===== src/rtl/mipi_csi_pkg.sv =====
// mipi_csi_pkg: CSI-2 constants and TX framer state encoding shared by TX framer and RX aligner
package mipi_csi_pkg;

    localparam logic [7:0] CSI_SYNC_BYTE = 8'hB8;

    typedef enum logic [2:0] {IDLE, REQ, LEAD, DATA, TRAIL, GAP} tx_framer_state_e;

    // Trailer bytes invert the final payload MSB so the RX sees a guaranteed transition
    function automatic logic [7:0] trailer_byte(input logic [7:0] last_byte);
        return {8{~last_byte[7]}};
    endfunction

endpackage


===== src/rtl/mipi_csi_tx_trailer_gen.sv =====
// mipi_csi_tx_trailer_gen: latches the trailer byte and counts emitted full trailer words
module mipi_csi_tx_trailer_gen
    import mipi_csi_pkg::*;
#(
    parameter int TRAILER_WORDS = 2
) (
    input  logic       clk_i,
    input  logic       reset_n_i,
    input  logic       start,
    input  logic [7:0] last_byte,
    input  logic       step,
    output logic [7:0] t_byte,
    output logic       done
);

    localparam int CW = $clog2(TRAILER_WORDS + 1);

    logic [CW-1:0] cnt;

    assign done = cnt == CW'(TRAILER_WORDS);

    always_ff @(posedge clk_i or negedge reset_n_i) begin
        if (!reset_n_i) begin
            t_byte <= '0;
            cnt    <= '0;
        end else if (start) begin
            t_byte <= trailer_byte(last_byte);
            cnt    <= '0;
        end else if (step && !done) begin
            cnt <= cnt + 1'b1;
        end
    end

endmodule


===== src/rtl/mipi_csi_tx_byte_framer.sv =====
// mipi_csi_tx_byte_framer: frames a lane byte stream into an HS burst (sync leader, payload, trailer, gap)
module mipi_csi_tx_byte_framer
    import mipi_csi_pkg::*;
#(
    parameter int MIPI_GEAR     = 16,
    parameter int TRAILER_WORDS = 2,
    parameter int GAP_CYCLES    = 4
) (
    input  logic                 clk_i,
    input  logic                 reset_n_i,
    input  logic                 in_valid_i,
    input  logic [MIPI_GEAR-1:0] in_data_i,
    input  logic                 in_last_i,
    input  logic [1:0]           in_last_nb_i,
    output logic                 in_ready_o,
    output logic                 hs_request_o,
    input  logic                 hs_ready_i,
    output logic [MIPI_GEAR-1:0] hs_word_o,
    output logic                 hs_valid_o,
    output logic                 underrun_o,
    output logic                 busy_o
);

    localparam int NB  = MIPI_GEAR / 8;
    localparam bit G16 = MIPI_GEAR == 16;
    localparam int GW  = $clog2(GAP_CYCLES + 1);

    tx_framer_state_e state;
    logic [7:0]       carry;
    logic             pending;
    logic [GW-1:0]    gap_cnt;
    logic             split, underrun_now, t_start, t_step, t_done;
    logic [7:0]       t_src, t_byte;

    assign busy_o       = state != IDLE;
    assign in_ready_o   = hs_ready_i && in_valid_i && (state == DATA || (G16 && state == LEAD));
    assign underrun_now = state == DATA && hs_ready_i && !in_valid_i;
    // A two-byte final word leaves its upper byte in carry, to be sent with the first trailer byte
    assign split        = G16 && in_last_i && in_last_nb_i != 2'd1;
    assign t_start      = (in_ready_o && in_last_i) || underrun_now;
    assign t_step       = state == TRAIL && hs_ready_i && !pending;
    assign t_src        = underrun_now ? (G16 ? carry : hs_word_o[7:0])
                        : split ? in_data_i[MIPI_GEAR-1 -: 8] : in_data_i[7:0];

    mipi_csi_tx_trailer_gen #(.TRAILER_WORDS(TRAILER_WORDS)) u_trailer (
        .clk_i     (clk_i),
        .reset_n_i (reset_n_i),
        .start     (t_start),
        .last_byte (t_src),
        .step      (t_step),
        .t_byte    (t_byte),
        .done      (t_done)
    );

    always_ff @(posedge clk_i or negedge reset_n_i) begin
        if (!reset_n_i) begin
            state        <= IDLE;
            carry        <= '0;
            pending      <= 1'b0;
            gap_cnt      <= '0;
            hs_word_o    <= '0;
            hs_valid_o   <= 1'b0;
            hs_request_o <= 1'b0;
            underrun_o   <= 1'b0;
        end else begin
            underrun_o <= 1'b0;
            case (state)
                IDLE: if (in_valid_i) begin
                    state        <= REQ;
                    hs_request_o <= 1'b1;
                end
                REQ: if (hs_ready_i) state <= LEAD;
                LEAD: if (hs_ready_i && (in_valid_i || !G16)) begin
                    hs_word_o  <= MIPI_GEAR'({in_data_i[7:0], CSI_SYNC_BYTE});
                    hs_valid_o <= 1'b1;
                    carry      <= in_data_i[MIPI_GEAR-1 -: 8];
                    pending    <= split;
                    state      <= (G16 && in_last_i) ? TRAIL : DATA;
                end
                DATA: if (hs_ready_i) begin
                    if (in_valid_i) begin
                        hs_word_o <= G16 ? MIPI_GEAR'({in_data_i[7:0], carry}) : in_data_i;
                        carry     <= in_data_i[MIPI_GEAR-1 -: 8];
                        pending   <= split;
                        state     <= in_last_i ? TRAIL : DATA;
                    end else begin
                        underrun_o <= 1'b1;
                        pending    <= G16;
                        state      <= TRAIL;
                    end
                end
                TRAIL: if (hs_ready_i) begin
                    if (pending) begin
                        hs_word_o <= MIPI_GEAR'({t_byte, carry});
                        pending   <= 1'b0;
                    end else if (!t_done) begin
                        hs_word_o <= {NB{t_byte}};
                    end else begin
                        state        <= GAP;
                        hs_valid_o   <= 1'b0;
                        hs_request_o <= 1'b0;
                        gap_cnt      <= '0;
                    end
                end
                GAP: if (gap_cnt == GW'(GAP_CYCLES - 1)) state <= IDLE;
                     else gap_cnt <= gap_cnt + 1'b1;
                default: state <= IDLE;
            endcase
        end
    end

endmodule


===== config.mk =====
export PLATFORM = sky130hd
export DESIGN_NAME = mipi_csi_tx_byte_framer
export DESIGN_NICKNAME = d
export VERILOG_FILES = /design/src/rtl/mipi_csi_pkg.sv /design/src/rtl/mipi_csi_tx_trailer_gen.sv /design/src/rtl/mipi_csi_tx_byte_framer.sv
export SDC_FILE = /design/constraint.sdc
export NUM_CORES = 1
export LEC_CHECK = 0
export ABC_CLOCK_PERIOD_IN_PS = 2060
export CAP_MARGIN = 20
export CORE_UTILIZATION = 52
export DETAILED_ROUTE_END_ITERATION = 10
export HOLD_SLACK_MARGIN = 0.02
export PLACE_DENSITY = 0.88
export SLEW_MARGIN = 20
export SYNTH_ARGS = -nofsm -noshare
export SYNTH_HDL_FRONTEND = slang
export SYNTH_HIERARCHICAL = 1
export SYNTH_SLANG_ARGS = --single-unit

===== constraint.sdc =====
create_clock -name clk_i -period 2.06 [get_ports clk_i]
set_input_delay 0.206 -clock clk_i [delete_from_list [all_inputs] [get_ports clk_i]]
set_output_delay 0.206 -clock clk_i [all_outputs]
set_load 0.005 [all_outputs]

==> out/qor.csv, run 1 <==
stage,metric,value,unit
detailed_routing,drt-pass1-iter-count,4,
floorplanning,start_util,55.7,%
synthesis,synth-warning-count,6,
layout,drive_above_1_share,20.1,%
cts,clkSinkCount,37,
layout,syn2layout_area_growth,24.4,%
layout,antenna_cells,0,
layout,most-common-layout-cells,"42 x clkdlybuf4s50_1, 36 x dfrtp_1, 18 x mux2_2",
worst_hold_path,worstHoldStart,gap_cnt[2],
cts,cts_tree,yes,
floorplanning,die-area,4270,µm²
global_route,grt_use_met3,5.73,%
cts,clk_path_buf_depth,2,
timing,fmax,512,MHz
layout,multiInputGateArea,975,µm²
place,gp_congestion,0.832,
critical_path,reg2reg_slack,0.31,ns
layout,stdcell_count,277,
place,portBuffers,43,
critical_path,crit_fanout,11,
global_route,grt_pass1_vias,1514,
cts,clock_latency,0.29,ns
floorplanning,io-pin-count,44,
synthesis,avgSynthCellArea,10.8,µm²
timing,hold_viol,0,
layout,fillers,295,
power_and_ir_drop,p_per_area,1400,nW/µm²
cts,post_cts_buffers,0,
cts,clkTransAtPathRegs,0.07,ns
synthesis,synth_area,2080,µm²
global_route,grt_pass1_wl,7290,µm
cts,cts_inserted_buffers,5,
timing,rsz0062_at_grt,false,
timing,slew_headroom,47.5,%
timing,worst_slew_pin_slew,0.788,ns
detailed_routing,wl_per_cell,15.4,µm
global_route,grt.met1_usage,29.3,%
place,place_hpwl,2960,µm
power_and_ir_drop,p_total,0.00363,W
floorplanning,die_w,65.3,µm
timing,min_period_over_period,94.8,%
flow_run,maxCapViolations,0,
global_route,grt_max_degree,38,
floorplanning,die_h,65.3,µm
detailed_routing,drtAntennaViolNets,0,
place,post-place-cells,268,
worst_hold_path,holdPathStages,1,
detailed_routing,vias_per_cell,5.72,
critical_path,timing.rr.start,state[2],
worst_hold_path,hp-class,flip-flop to flip-flop,
critical_path,crit_type,flip-flop to output port,
critical_path,worstPathRequired,1.85,ns
global_route,grtUsageTotal,22.8,%
global_route,grt.overflow.total,0,
critical_path,end_kind,output port,
floorplanning,rows,22,
critical_path,reg2reg_to,u_trailer/cnt[0],
cts,ctsHtreeMaxLevel,2,
detailed_routing,vias,1585,
worst_hold_path,hold_path_end,gap_cnt[2],
detailed_routing,drc,0,
detailed_routing,wirelength,4260,µm
critical_path,crit_arrival,1.75,ns
timing,finalSetupViolations,0,
detailed_routing,first_iter_violations,80,
timing,period_needed,1.95,ns
layout,final_common_cell,clkdlybuf4s50_1,
layout,final_core_util,69.3,%
global_route,met2_usage,36.5,%
global_route,busiest_layer,met2,
global_route,antenna_found_initial,0,
floorplanning,core_area,3740,µm²
critical_path,r2r_cells,4,
timing,fin_setup_tns,0,ns
synthesis,synthCells,193,
synthesis,synth_nets,219,
layout,regArea,927,µm²
timing,finClkSkew,0.00995,ns
timing,finalMaxSlewViolations,0,
status,outcome,"complete, no violations",
critical_path,start_kind,flip-flop,
cts,clockRootBuffer,clkbuf_8,
power_and_ir_drop,p_leak,1.08,nW
power_and_ir_drop,vdd_drop_max,0.718,mV
layout,layout.nets,254,
-- state kept, by name, summed over array words and instances, names as in the netlist --
name / cells
state: 3
u_trailer/cnt: 2
carry: 8
u_trailer/t_byte: 1
underrun_o: 1
hs_valid_o: 1
pending: 1
hs_request_o: 1
hs_word_o: 16
gap_cnt: 3
-- stage by stage --
| stage | setup slack, ns | area (µm²) | hold slack [ns] |
|---|---|---|---|
| 2_1_floorplan | 0.285 | 2080 | -0.0896 |
| 3_5_place_dp | 0.192 | 2460 | 0.332 |
| 6_report | 0.106 | 2590 | 0.489 |
| 4_1_cts | 0.0224 | 2590 | 0.496 |
| 5_1_grt | 0.0626 | 2590 | 0.504 |
| 3_3_place_gp | 0.273 | 2460 | 0.333 |
-- worst max-delay path by stage --
| stage | from | to |
|---|---|---|
| final | state[1] | busy_o |
| after global placement | hs_ready_i | in_ready_o |
| after CTS | state[1] | in_ready_o |
| after detailed placement | hs_ready_i | state[0] |
| after floorplan | state[1] | u_trailer/cnt[0] |
| after global routing | state[2] | busy_o |
-- worst max-delay path: stages, from the launching register on --
cell             delay, ns
dfrtp_2               0.49
or3_2                 0.51
clkdlybuf4s50_1       0.46
-- final cells by class --
class / count / share of cell area (%)
multi-input combinational: 127 / 37.6
inverter: 6 / 0.869
sequential: 37 / 35.8
clock buffer: 6 / 3.19
timing repair buffer: 51 / 18.8
clock inverter: 2 / 1.45
tap: 48 / 2.32
-- metal layers --
metal / wire (µm) / vias up
met5: 0 / -
li1: - / 760
met1: 1880 / 779
met2: 2140 / 40
met4: 77 / 0
met3: 164 / 6
-- report_power, final --
group	internal [W]	leakage [nW]	switching, W	total (W)
logic	0.000948	0.598	0.000632	0.00158
registers	0.00106	0.426	0.000347	0.00140
clock network	0.000393	0.0574	0.000257	0.000650
-- what timing repair did --
item                       4_1_cts  5_1_grt
gates resized for setup          0        1
hold buffers                     1        0
setup endpoints to repair        0        1
hold endpoints to repair        12        0
Note: power is estimated with default switching activity, not from simulation.
==> run 2, diff against run 1 <==
- RECOVER_POWER: not set -> 100
==> run 2 against run 1 <==
Net effect:
- combinational power is 5% lower
- routed wire length is 0.75% lower
- register-to-register slack worse by 0.05 ns
- via count is 0.69% higher
- core utilization is 0.57 points lower
- largest power group unchanged
==> out/qor.csv, run 2 (synthesis results as in run 1) <==
stage,metric,value,unit,change
critical_path,start_kind,flip-flop,,
layout,syn2layout_area_growth,23.3,%,
layout,largestRegisters,"hs_word_o: 16 flops, carry: 8 flops",,
power_and_ir_drop,p_int,0.00232,W,-3.1%
timing,min_period_over_period,94.5,%,-0.36 points
layout,stdcell_count,277,,unchanged
floorplanning,io-pin-count,44,,unchanged
floorplanning,rows,22,,unchanged
critical_path,slowest_delay,0.51,ns,about the same
detailed_routing,wl_per_cell,15.2,µm,-0.75%
floorplanning,die-area,4270,µm²,unchanged
place,gp_congestion,0.832,,unchanged
layout,largest-register,hs_word_o,,
critical_path,crit_arrival,1.74,ns,about the same
detailed_routing,first_iter_violations,78,,-2.5%
cts,clkSinkCount,37,,unchanged
timing,finalSetupViolations,0,,unchanged
detailed_routing,drtAntennaViolNets,0,,unchanged
timing,rsz0062_at_grt,false,,
layout,largest_register_ffs,16,,unchanged
timing,hold_viol,0,,unchanged
place,post-place-cells,268,,unchanged
global_route,grtUsageTotal,22.8,%,unchanged
cts,cts_tree,yes,,
layout,final_common_cell,dfrtp_1,,
cts,ctsHtreeMaxLevel,2,,unchanged
power_and_ir_drop,p_leak,1.06,nW,-2.4%
layout,drive_above_1_share,17.9,%,-2.2 points
timing,slew_headroom,41.9,%,-5.6 points
global_route,grt_pass1_wl,7290,µm,unchanged
timing,worst_slew_pin_slew,0.872,ns,+0.0841 ns
power_and_ir_drop,power_frac_clock,18.3,%,+0.4 points
detailed_routing,vias_per_cell,5.76,,+0.69%
global_route,grt_max_degree,38,,unchanged
cts,clk_path_buf_depth,2,,unchanged
layout,most-common-layout-cells,"36 x dfrtp_1, 22 x dlygate4sd3_1, 21 x clkdlybuf4s50_1",,
worst_hold_path,hp-class,flip-flop to flip-flop,,
power_and_ir_drop,switching_share,34.4,%,+0.34 points
floorplanning,die_w,65.3,µm,unchanged
power_and_ir_drop,power.share.sequential,39.4,%,+0.8 points
detailed_routing,drt-pass1-iter-count,4,,unchanged
flow_run,maxCapViolations,0,,unchanged
floorplanning,start_util,55.7,%,unchanged
floorplanning,core_area,3740,µm²,unchanged
timing,fmax,514,MHz,+0.39%
detailed_routing,drc,0,,unchanged
place,place_hpwl,2960,µm,unchanged
critical_path,end_kind,output port,,
timing,period_needed,1.95,ns,-0.00750 ns
power_and_ir_drop,vdd_drop_max,0.688,mV,-4.1%
timing,fin_setup_tns,0,ns,unchanged
cts,clockRootBuffer,clkbuf_8,,
status,outcome,"complete, no violations",,
timing,finalMaxSlewViolations,0,,unchanged
cts,clock_latency,0.29,ns,about the same
timing,finClkSkew,0.00839,ns,-0.00156 ns
power_and_ir_drop,p_per_area,1380,nW/µm²,-1.7%
detailed_routing,vias,1596,,+0.69%
critical_path,critical-path-slowest-cell,dfrtp_1,,
critical_path,crit_chain,nor2b_4 > nand3_1 > inv_1 > clkdlybuf4s50_1,,
detailed_routing,wirelength,4220,µm,-0.75%
cts,cts_inserted_buffers,5,,unchanged
layout,antenna_cells,0,,unchanged
critical_path,crit_type,flip-flop to output port,,
floorplanning,die_h,65.3,µm,unchanged
place,portBuffers,43,,unchanged
global_route,antenna_found_initial,0,,unchanged
layout,layout.nets,254,,unchanged
cts,clkTransAtPathRegs,0.07,ns,about the same
critical_path,worstPathRequired,1.85,ns,about the same
critical_path,crit_fanout,12,,+1
global_route,grt.overflow.total,0,,unchanged
global_route,grt_pass1_vias,1514,,unchanged
cts,post_cts_buffers,0,,unchanged
power_and_ir_drop,comb_power_share,42.3,%,-1.2 points
power_and_ir_drop,p_sw,0.00122,W,-1.6%
[run 2: changes by cell type in the layout (fill, tap and decap cells not counted), sizes merged]
cell / previous run / this run
buf: 8 / 5
clkdlybuf4s50: 42 / 21
dlygate4sd3: 1 / 22
clkbuf: 6 / 9
[run 2: what timing repair did]
item,CTS,global route
endpoints found under the setup margin,0,1
resized for setup,0,1
hold endpoints to repair,12,0
hold buffers,1,0
[run 2: worst max-delay path: cells and delay by family, from the launching register on]
family	cells	cell delay, ns
simple gates	2	0.37
flops	1	0.51
buf+inv	2	0.57
[run 2: cell type report]
type,instances,area (µm²)
Timing Repair Buffer,51,480
Multi-Input combinational cell,127,961
Clock buffer,6,82.6
Sequential cell,37,927
Tap cell,48,60.1
Clock inverter,2,37.5
Inverter,6,22.5
Fill cell,300,1170
[run 2: path summary, 6_finish.rpt]
path,start,endpoint,slack [ns],depth (start not counted)
max in group asynchronous,reset_n_i,state[1],0.90,2
setup / recovery,state[2],in_ready_o,0.11,4
setup reg to reg,state[2],u_trailer/cnt[0],0.26,6
hold reg to reg,gap_cnt[2],gap_cnt[2],0.49,1
hold / removal,gap_cnt[2],gap_cnt[2],0.49,1
min in group asynchronous,reset_n_i,carry[7],0.56,2
[run 2: power groups by stage]
stage | combinational (W) | sequential [W] | clock, W
finish | 0.00150 | 0.00140 | 0.000648
CTS | 0.00159 | 0.00139 | 0.000658
global placement | 0.00152 | 0.00138 | 0
floorplan | 0.00121 | 0.00127 | 0
global route | 0.00166 | 0.00144 | 0.000700
detailed placement | 0.00157 | 0.00140 | 0
[run 2: stage by stage]
stage	total power (W)	hold slack [ns]	utilization, %	setup slack [ns]	instance area [µm²]
6_report	0.00354	0.490	68.7	0.114	2570
5_1_grt	0.00380	0.504	68.7	0.0435	2570
4_1_cts	0.00364	0.496	69.2	0.0224	2590
3_5_place_dp	0.00298	0.332	65.7	0.192	2460
3_3_place_gp	0.00290	0.333	65.7	0.273	2460
2_1_floorplan	0.00248	-0.0896	-	0.285	2080
[run 2: layer usage]
| layer | part of all wire (%) | vias to the layer above | wire length (µm) | track usage [%] |
|---|---|---|---|---|
| li1 | - | 760 | - | - |
| met1 | 45 | 790 | 1900 | 29.3 |
| met2 | 49 | 39 | 2080 | 36.5 |
| met3 | 3.9 | 7 | 165 | 5.73 |
| met4 | 1.9 | 0 | 80 | 9.24 |
| met5 | 0 | - | 0 | 0 |
==> run 3, diff against run 2 <==
- GPL_ROUTABILITY_DRIVEN: not set -> 0
- GPL_TIMING_DRIVEN: not set -> 0
==> run 3 against run 2 <==
Net effect:
- setup slack got worse by 0.034 ns
- final cell count rose by 6.9%
- count of clock-buffer cells in the layout fell by 1
- sequential power fell by 8%
- core utilization rose by 3.0 points
- critical endpoint unchanged
- largest cell class unchanged
==> out/qor.csv, run 3 (synthesis results as in run 1) <==
stage,metric,value,unit,change
status,outcome,"complete, no violations",,
layout,most-common-layout-cells,"37 x dfrtp_1, 21 x clkdlybuf4s50_1, 20 x dlygate4sd3_1",,
floorplanning,die-area,4270,µm²,unchanged
place,pre_cts_ws,0.0932,ns,-0.0990 ns
worst_hold_path,worstHoldStart,hs_ready_i,,
power_and_ir_drop,p_per_area,1380,nW/µm²,-0.13%
detailed_routing,m1WireLength,2030,µm,+6.7%
power_and_ir_drop,power_frac_clock,16.5,%,-1.8 points
flow_run,maxCapViolations,0,,unchanged
power_and_ir_drop,p_sw,0.00128,W,+4.9%
timing,hold_viol,0,,unchanged
layout,layout.nets,274,,+7.9%
cts,clkSinkCount,37,,unchanged
critical_path,timing.rr.start,state[1],,
cts,clockRootBuffer,clkbuf_8,,
timing,rsz0062_at_grt,false,,
critical_path,reg2reg_to,u_trailer/cnt[0],,
power_and_ir_drop,power.share.sequential,35.0,%,-4.4 points
layout,final_common_cell,dfrtp_1,,
global_route,grt.overflow.total,0,,unchanged
critical_path,crit_arrival,1.77,ns,+0.03 ns
layout,antenna_cells,0,,unchanged
floorplanning,start_util,55.7,%,unchanged
timing,finClkSkew,0.00676,ns,-0.00163 ns
timing,worst_slew_pin_slew,0.981,ns,+0.108 ns
detailed_routing,wl_met3,221,µm,+34%
floorplanning,rows,22,,unchanged
critical_path,worstPathRequired,1.85,ns,about the same
worst_hold_path,hp-class,primary input to flip-flop,,
detailed_routing,dr_wl_met2,2230,µm,+7.3%
floorplanning,die_w,65.3,µm,unchanged
layout,drive_above_1_share,23.0,%,+5.1 points
global_route,grtUsageTotal,24.2,%,+1.4 points
timing,finalMaxSlewViolations,0,,unchanged
critical_path,reg2reg_slack,0.12,ns,-0.14 ns
layout,fillers,273,,-9.0%
global_route,grt_pass1_wl,7670,µm,+5.2%
place,portBuffers,41,,-4.7%
detailed_routing,drc,0,,unchanged
timing,min_period_over_period,96.1,%,+1.7 points
critical_path,crit_type,flip-flop to output port,,
power_and_ir_drop,p_int,0.00242,W,+4.0%
global_route,grt_pass1_vias,1635,,+8.0%
worst_hold_path,hold_path_end,pending,,
global_route,antenna_found_initial,0,,unchanged
power_and_ir_drop,p_leak,1.13,nW,+7.0%
worst_hold_path,holdPathStages,3,,+2
layout,largest-register,hs_word_o,,
layout,largestRegisters,"hs_word_o: 16 flops, carry: 8 flops",,
layout,syn2layout_area_growth,28.8,%,
detailed_routing,first_iter_violations,87,,+12%
timing,finalSetupViolations,0,,unchanged
floorplanning,die_h,65.3,µm,unchanged
detailed_routing,drtAntennaViolNets,0,,unchanged
place,place_hpwl,3220,µm,+8.7%
power_and_ir_drop,vdd_drop_max,0.768,mV,+12%
critical_path,end_kind,output port,,
global_route,grt_max_degree,20,,-47%
detailed_routing,vias,1679,,+5.2%
timing,fmax,505,MHz,-1.7%
timing,slew_headroom,34.6,%,-7.2 points
cts,ctsHtreeMaxLevel,2,,unchanged
detailed_routing,wl_per_cell,15.4,µm,+0.87%
timing,holdWs,0.312,ns,-0.178 ns
cts,clock_latency,0.29,ns,about the same
power_and_ir_drop,switching_share,34.6,%,+0.20 points
detailed_routing,wirelength,4550,µm,+7.8%
layout,final_core_util,71.7,%,+3.0 points
cts,cts_tree,yes,,
cts,clkTransAtPathRegs,0.07,ns,about the same
detailed_routing,dr.max_layer_used,met4,,
floorplanning,core_area,3740,µm²,unchanged
cts,clk_path_buf_depth,2,,unchanged
power_and_ir_drop,comb_power_share,48.6,%,+6.3 points
detailed_routing,vias_per_cell,5.67,,-1.6%
cts,cts_inserted_buffers,5,,unchanged
critical_path,crit_fanout,10,,-2
timing,worst_slack,0.0796,ns,-0.0341 ns
timing,period_needed,1.98,ns,+0.0341 ns
layout,largest_register_ffs,16,,unchanged
critical_path,r2r_cells,7,,+1
floorplanning,io-pin-count,44,,unchanged
critical_path,start_kind,flip-flop,,
detailed_routing,drt-pass1-iter-count,4,,unchanged
-- run 3: stage by stage --
stage               cell area, µm²  TNS, ns  power [W]  cells
finish                        2690        0    0.00369    296
floorplan                     2080        0    0.00248    193
CTS                           2700        0    0.00377    291
global route                  2690        0    0.00395    296
global placement              2550  -0.0112    0.00306    282
detailed placement            2580        0    0.00314    283
-- run 3: cell type report --
cell class              count  area, µm²  share of cell area, %
flip-flops and latches     37        926                   34.5
multi-input cells         127        960                   35.7
clock buffers               5       68.8                   2.56
plain buffers              23        160                   5.96
clock inverters             2       35.0                   1.30
repair buffers             48        453                   16.9
inverters                   6       22.5                  0.839
well taps                  48       60.1                   2.24
-- run 3: timing repair --
| action | in CTS | in global routing |
|---|---|---|
| hold endpoints to repair | 18 | 0 |
| gates resized for setup | 1 | 1 |
| buffers inserted | 0 | 5 |
| hold buffers | 1 | 0 |
| setup endpoints to repair | 1 | 3 |
-- run 3: power by group through the flow --
stage          logic [W]  registers (W)  clock network [W]
2_1_floorplan    0.00121        0.00127                  0
3_3_place_gp     0.00177        0.00129                  0
3_5_place_dp     0.00183        0.00130                  0
4_1_cts          0.00186        0.00130           0.000615
5_1_grt          0.00196        0.00133           0.000648
6_report         0.00179        0.00129           0.000608
-- run 3: how the worst max path moves through the flow --
| stage | startpoint | end | depth (start not counted) |
|---|---|---|---|
| 6_report | state[2] | in_ready_o | 5 |
| 5_1_grt | state[2] | in_ready_o | 5 |
| 4_1_cts | state[2] | in_ready_o | 5 |
| 3_5_place_dp | state[2] | u_trailer/cnt[1] | 6 |
| 3_3_place_gp | reset_n_i | hs_word_o[13] | 1 |
| 2_1_floorplan | state[1] | u_trailer/cnt[0] | 7 |
-- run 3: critical path, cell delays in order, from the launching register on --
cell and delay, ns:
dfrtp_1 0.39, buf_2 0.19, nor2b_4 0.21, nand3_4 0.12, inv_1 0.07, clkdlybuf4s50_1 0.49
-- run 3: metal layers --
metal,track usage [%],vias up
met1,32.2,820
met3,6.08,7
li1,-,797
met5,0,-
met2,38.0,55
met4,8.97,0
